==> config.mk <==
export PLATFORM = sky130hd
export DESIGN_NAME = distortion_mc
export DESIGN_NICKNAME = d
export VERILOG_FILES = /design/src/rtl/distortion_pkg.sv /design/src/rtl/dist_clip_core.sv /design/src/rtl/distortion_mc.sv
export SDC_FILE = /design/constraint.sdc
export NUM_CORES = 1
export LEC_CHECK = 0
export ABC_AREA = 1
export BUFFER_PORTS_ARGS = -buffer_cell sky130_fd_sc_hd__buf_2
export CAP_MARGIN = 20
export CORE_ASPECT_RATIO = 1.2
export CORE_MARGIN = 2
export CORE_UTILIZATION = 61
export CTS_CLUSTER_SIZE = 24
export DETAILED_ROUTE_END_ITERATION = 10
export HOLD_SLACK_MARGIN = 0.02
export PLACE_DENSITY = 0.82
export SYNTH_ARGS = -nofsm -noshare
export SYNTH_HDL_FRONTEND = slang
export SYNTH_SLANG_ARGS = --single-unit
==> constraint.sdc <==
create_clock -name clk -period 4.71 [get_ports clk]
set_input_delay 1.413 -clock clk [delete_from_list [all_inputs] [get_ports clk]]
set_output_delay 1.413 -clock clk [all_outputs]
set_load 0.01 [all_outputs]
==> src/rtl/distortion_pkg.sv <==
// Shared types and defaults for the multi-channel distortion stage.
// Both the top level and the clip core import this package.
package distortion_pkg;

    typedef enum logic [1:0] {
        S_IDLE,
        S_MUL,
        S_CLIP,
        S_DONE
    } state_e;

    localparam int          DEFAULT_THRESH     = 10922;
    localparam logic [11:0] DEFAULT_GAIN_TABLE = {4'd6, 4'd4, 4'd1};

    function automatic int preset_next(input int idx, input int num);
        return (idx >= num - 1) ? 0 : idx + 1;
    endfunction

    // Largest positive value of a w-bit two's complement sample, widened to 64 bits.
    function automatic longint sample_max(input int w);
        return (longint'(1) <<< (w - 1)) - 1;
    endfunction

    // Most negative value of a w-bit two's complement sample, widened to 64 bits.
    function automatic longint sample_min(input int w);
        return -(longint'(1) <<< (w - 1));
    endfunction

endpackage

==> src/rtl/dist_clip_core.sv <==
// Combinational transfer curve: soft piecewise clip or saturating hard clip
// of a full-precision product, reduced to a W-bit sample.
module dist_clip_core
    import distortion_pkg::*;
#(
    parameter int W  = 16,
    parameter int PW = 22,
    parameter int T  = DEFAULT_THRESH
) (
    input  logic signed [PW-1:0] p_i,
    input  logic                 hard_i,
    output logic signed [W-1:0]  y_o
);

    // Two guard bits so that 2P and P+T can never overflow.
    localparam int EW = PW + 2;

    localparam logic signed [EW-1:0] T1    = EW'(T);
    localparam logic signed [EW-1:0] T2    = EW'(2 * T);
    localparam logic signed [EW-1:0] LIM_P = EW'(sample_max(W));
    localparam logic signed [EW-1:0] LIM_N = EW'(sample_min(W));

    localparam logic signed [W-1:0] Y_MAXP = W'(sample_max(W));
    localparam logic signed [W-1:0] Y_MAXN = W'(sample_min(W));

    logic signed [EW-1:0] p_e;
    logic signed [EW-1:0] dbl;

    always_comb begin
        p_e = {{2{p_i[PW-1]}}, p_i};
        dbl = p_e <<< 1;
        y_o = '0;
        if (hard_i) begin
            if (dbl > LIM_P) begin
                y_o = Y_MAXP;
            end else if (dbl < LIM_N) begin
                y_o = Y_MAXN;
            end else begin
                y_o = W'(dbl);
            end
        end else begin
            // Segments meet at +/-T (2T either side) and at +/-2T (MAXP/MAXN).
            if (p_e >= T2) begin
                y_o = Y_MAXP;
            end else if (p_e >= T1) begin
                y_o = W'(p_e + T1);
            end else if (p_e > -T1) begin
                y_o = W'(dbl);
            end else if (p_e > -T2) begin
                y_o = W'(p_e - T1);
            end else begin
                y_o = Y_MAXN;
            end
        end
    end

endmodule

==> src/rtl/distortion_mc.sv <==
// Multi-channel distortion stage: per-channel gain then clip, one shared
// multiply/clip datapath, cs/my_turn/done turn-taking handshake.
//
// state  | meaning
// S_IDLE | waiting for cs & my_turn; operands latched on start
// S_MUL  | product register loaded for channel ch
// S_CLIP | clipped result written to data_out[ch]
// S_DONE | one-cycle done pulse, data_out complete
module distortion_mc
    import distortion_pkg::*;
#(
    parameter int                                DATA_WIDTH  = 16,
    parameter int                                NUM_CH      = 2,
    parameter int                                GAIN_W      = 4,
    parameter int                                NUM_PRESETS = 3,
    parameter int                                OPT_W       = 2,
    parameter logic [NUM_PRESETS*GAIN_W-1:0]     GAIN_TABLE  = DEFAULT_GAIN_TABLE,
    parameter int                                THRESH      = DEFAULT_THRESH
) (
    input  logic                            clk,
    input  logic                            rst,
    input  logic                            cs,
    input  logic                            my_turn,
    input  logic                            control_key1,
    input  logic                            hard_mode,
    input  logic [NUM_CH*DATA_WIDTH-1:0]    data_in,
    output logic                            done,
    output logic [NUM_CH*DATA_WIDTH-1:0]    data_out,
    output logic [OPT_W-1:0]                option_output,
    output logic [OPT_W-1:0]                available_options
);

    localparam int W    = DATA_WIDTH;
    localparam int PW   = W + GAIN_W + 2;
    localparam int CH_W = (NUM_CH > 1) ? $clog2(NUM_CH) : 1;
    localparam logic [CH_W-1:0] LAST_CH = CH_W'(NUM_CH - 1);

    state_e state_q, state_d;
    logic   start_en, mul_en, clip_en, last_ch;

    logic              key_q;
    logic              key_rise;
    logic [OPT_W-1:0]  preset_q, preset_d;
    logic [GAIN_W-1:0] cur_gain;

    logic signed [W-1:0]  samp_q [NUM_CH];
    logic signed [W-1:0]  dout_q [NUM_CH];
    logic [GAIN_W-1:0]    gain_q;
    logic                 hard_q;
    logic [CH_W-1:0]      ch_q, ch_d;
    logic signed [PW-1:0] prod_q, prod_d;
    logic signed [PW-1:0] samp_ext, gain_ext;
    logic signed [W-1:0]  clip_y;

    // ---------------- FSM ----------------
    always_ff @(posedge clk or posedge rst) begin
        if (rst) begin
            state_q <= S_IDLE;
        end else begin
            state_q <= state_d;
        end
    end

    always_comb begin
        state_d = state_q;
        unique case (state_q)
            S_IDLE: if (cs && my_turn) state_d = S_MUL;
            S_MUL:  state_d = S_CLIP;
            S_CLIP: state_d = last_ch ? S_DONE : S_MUL;
            S_DONE: state_d = S_IDLE;
            default: state_d = S_IDLE;
        endcase
    end

    always_comb begin
        done     = (state_q == S_DONE);
        start_en = (state_q == S_IDLE) && cs && my_turn;
        mul_en   = (state_q == S_MUL);
        clip_en  = (state_q == S_CLIP);
    end

    assign last_ch = (ch_q == LAST_CH);

    // ---------------- preset selection ----------------
    assign key_rise = control_key1 && !key_q;

    always_comb begin
        preset_d = preset_q;
        if (key_rise) begin
            preset_d = OPT_W'(preset_next(int'(preset_q), NUM_PRESETS));
        end
    end

    always_comb begin
        cur_gain = '0;
        for (int i = 0; i < NUM_PRESETS; i++) begin
            if (preset_q == OPT_W'(i)) begin
                cur_gain = GAIN_TABLE[i*GAIN_W +: GAIN_W];
            end
        end
    end

    always_ff @(posedge clk or posedge rst) begin
        if (rst) begin
            key_q    <= 1'b0;
            preset_q <= '0;
        end else begin
            key_q    <= control_key1;
            preset_q <= preset_d;
        end
    end

    // ---------------- datapath ----------------
    always_comb begin
        ch_d = ch_q;
        if (start_en) begin
            ch_d = '0;
        end else if (clip_en && !last_ch) begin
            ch_d = ch_q + 1'b1;
        end
    end

    // Gain is zero-extended so an all-ones entry still multiplies as positive.
    always_comb begin
        samp_ext = {{(PW-W){samp_q[ch_q][W-1]}}, samp_q[ch_q]};
        gain_ext = {{(PW-GAIN_W){1'b0}}, gain_q};
        prod_d   = samp_ext * gain_ext;
    end

    always_ff @(posedge clk or posedge rst) begin
        if (rst) begin
            gain_q <= '0;
            hard_q <= 1'b0;
            ch_q   <= '0;
            prod_q <= '0;
            for (int k = 0; k < NUM_CH; k++) begin
                samp_q[k] <= '0;
                dout_q[k] <= '0;
            end
        end else begin
            ch_q <= ch_d;
            if (start_en) begin
                gain_q <= cur_gain;
                hard_q <= hard_mode;
                for (int k = 0; k < NUM_CH; k++) begin
                    samp_q[k] <= data_in[k*W +: W];
                end
            end
            if (mul_en) begin
                prod_q <= prod_d;
            end
            for (int k = 0; k < NUM_CH; k++) begin
                if (clip_en && (ch_q == CH_W'(k))) begin
                    dout_q[k] <= clip_y;
                end
            end
        end
    end

    dist_clip_core #(
        .W  (W),
        .PW (PW),
        .T  (THRESH)
    ) u_clip (
        .p_i    (prod_q),
        .hard_i (hard_q),
        .y_o    (clip_y)
    );

    for (genvar k = 0; k < NUM_CH; k++) begin : g_pack
        assign data_out[k*W +: W] = dout_q[k];
    end

    assign option_output     = preset_q;
    assign available_options = OPT_W'(NUM_PRESETS - 1);

endmodule
==> summary.txt <==
Outcome
  – Run status: completed

Timing
  – Final Hold Violating Endpoints: 0
  – Slew HR: 0.297
  – Worst slew pin tran: 1.05 ns
  – Setup violators final: 0
  – Maximum clock rate: 0.241 GHz
  – Max-slew violations: 0
  – Fin crit share: 0.883
  – WHS: 0.469 ns
  – Period minus WS final: 4.16 ns
  – Sum of negative setup slack: 0 ns
  – Post-Route Skew: about 0.0075 ns
  – RSZ-0062 raised after global routing: no

Synth
  – Gate Count Post-Synth: approximately 1100
  – Xor and xnor area share after synthesis: 0.0215
  – Combinational family with the most area after synthesis: simple AND/OR/NAND/NOR gates
  – Register area share after synthesis: 0.324
  – Post-synthesis compound-gate area fraction: 0.105
  – Library cells used by synthesis: 48
  – Ys Warns: 0
  – Syn nets: 1150
  – Flops & latches, synth: 95
  – Asr flop ratio synth: 1.00
  – Post-Synth Simple-Gate Area: 0.328
  – Avg Cell Area, Syn: ~7 um2
  – Synth Flop Type: dfrtp_1
  – Mapped cell area: 0.00734 mm2
  – Post-synth EDFFs: 0
  – Synth Area in Adders: 0.119
  – Mux contribution to synthesized area: 0.00136

Routing
  – Vias: about 7000
  – Wire per inst: 15.5 um
  – Routed WL: 19.6 mm
  – Detail Route Antenna Nets: 0
  – DRC violations left: 0
  – DR iter-0 viols: 434
  – Vias per cell: 5.58
  – Drt first pass iters: 5

CTS
  – Postcts setup bufs: 0
  – CTS tree: yes
  – Clk buf depth: 2
  – Worst-path clk slew: 0.07 ns
  – H-tree depth: 3
  – CTS Buf Count: 9
  – Post-CTS sizing: 0
  – Root cell of the clock tree: clkbuf_16
  – Clk sinks: 95
  – Clock latency reported for the late side of the worst-skew pair: approximately 0.35 ns
  – Post-CTS Hold Buffers: 0

Layout
  – Most common cell after layout, fill and taps aside: nand2_1
  – Commonest cells after routing, fill and taps aside: 319 x nand2_1, 117 x inv_1, 95 x dfrtp_1
  – Layout fillers: 1048
  – Fin nets: between 1000 and 1500
  – Final instance area: roughly 0.0080 mm2
  – Layout cells sized above 1: 0.129
  – Antenna diodes: 0
  – Area Growth Syn to Fin: 8.99%

Global route
  – Initial antenna violation count: 0
  – First-pass GRT wire length: 31.8 mm
  – Total track usage: 0.305
  – Final global-route overflow total: 0
  – Vias in the first global route: 6808
  – Largest net degree at the start of global routing: 57

Die
  – Initial Utilization: 0.629
  – Die width: 104 um
  – Die area: 0.0129 mm2
  – Core Region: 0.0117 mm2
  – DIE HEIGHT: roughly 120 um
  – Num rows: 43
  – Count of boundary I/O pins: 75

Pwr
  – Leakage: 4.20 nW
  – Worst VDD drop: 327 uV
  – Pwr Density: 733 mW/mm2

Critical path
  – Peak per-stage delay on the critical path: 0.64 ns
  – Worst Path Class, Setup: reg -> reg
  – Crit-path cells: o21ai_0 -> nor2_1 -> ha_1 -> inv_1 -> fa_1 -> inv_1 -> ha_1 -> a21oi_1 -> o21ai_0 -> a21oi_1 -> inv_1 -> nand3_1 -> nand2_1 -> or2_2 -> nand3_1 -> o21ai_0
  – Crit Path Max Fanout: 26
  – Startpoint Class: flop
  – Reg2reg path depth: 16
  – CP max stage cell: dfrtp_1
  – Worst Path Arrival: between 4 and 5 ns
  – Critical Path End Type: flop
  – Worst EP required: 4.91 ns

Placed design
  – Final GP Congestion: just under 1
  – DP HPWL: between 15 and 20 mm
  – # port buffers: 72
  – Placed cell area: 0.00772 mm2

Run
  – Maxcap violations: 0

Min path
  – Worst hold path type: reg -> reg
  – Worst hold path depth: 2
==> cell type report <==
type / instances / area, um2 / share of cell area
tap: 157 / 196 / 0.0245
sequential: 95 / 2380 / 0.297
multi-input combinational: 779 / 4240 / 0.529
inverter: 135 / 510 / 0.0638
clock buffer: 10 / 229 / 0.0286
timing repair buffer: 78 / 405 / 0.0506
clock inverter: 6 / 51.3 / 0.00641
==> worst max-delay path: cells and delay by family (launching register included) <==
kind	cells	cell delay (ns)
and+or+nand+nor	5	0.63
buffers and inverters	3	0.20
AOI/OAI and AO/OA	5	1.34
DFF	1	0.64
adders and majority gates	3	1.19
==> path summary, 6_finish.rpt <==
| path | slack [ns] | startpoint | end |
|---|---|---|---|
| hold reg to reg | 0.47 | samp_q[20] | samp_q[20] |
| min in group asynchronous | 1.16 | rst | data_out[18] |
| hold / removal | 0.47 | samp_q[20] | samp_q[20] |
| max in group asynchronous | 2.74 | rst | samp_q[21] |
| setup / recovery | 0.55 | ch_q | prod_q[12] |
| setup reg to reg | 0.55 | ch_q | prod_q[12] |
==> cell families after synthesis <==
| logic type | count (synthesis) |
|---|---|
| muxes | 1 |
| xor gates and xnor gates | 18 |
| and+or+nand+nor | 553 |
| DFF | 95 |
| buffers and inverters | 178 |
| AOI/OAI and AO/OA | 145 |
| other | 2 |
| adders and majority gates | 60 |
==> cells in the mapped netlist (14+ instances only) <==
cell	n	area share
xor2_1	14	0.017
o21ai_0	82	0.056
clkbuf_1	23	0.012
dfrtp_1	95	0.32
fa_1	16	0.044
nand2_1	319	0.16
nand4_1	19	0.016
inv_1	118	0.060
nor2_1	77	0.039
a21oi_1	43	0.029
ha_1	44	0.075
nand3_1	80	0.055
nor3_1	14	0.0095
==> metal layers <==
metal  GRT usage  part of all wire  up-vias
li1            -                 -     3451
met1       0.339              0.38     3251
met2       0.546              0.52      252
met3      0.0388             0.043       82
met4       0.194             0.060        0
met5           0                 0        -
==> metrics by stage <==
stage	setup WS (ns)	cells	util	total power, mW
after global routing	0.286	1260	0.686	6.42
after detailed placement	0.643	1244	0.662	5.14
after floorplan	0.820	1052	-	4.16
after global placement	0.660	1244	0.662	5.05
final	0.553	1260	0.686	5.87
after CTS	0.619	1260	0.686	5.85
==> power breakdown <==
part	switching, mW	internal [mW]
registers	0.392	1.21
logic	2.35	1.22
clock network	0.335	0.366
total	3.08	2.79
==> flip-flops by register name, indices dropped and copies added (netlist names) <==
name,cells
ch_q,1
samp_q,32
key_q,1
data_out,32
option_output,2
hard_q,1
prod_q,21
gain_q,3
state_q,2
No activity file was read; power rests on OpenSTA's default activity.
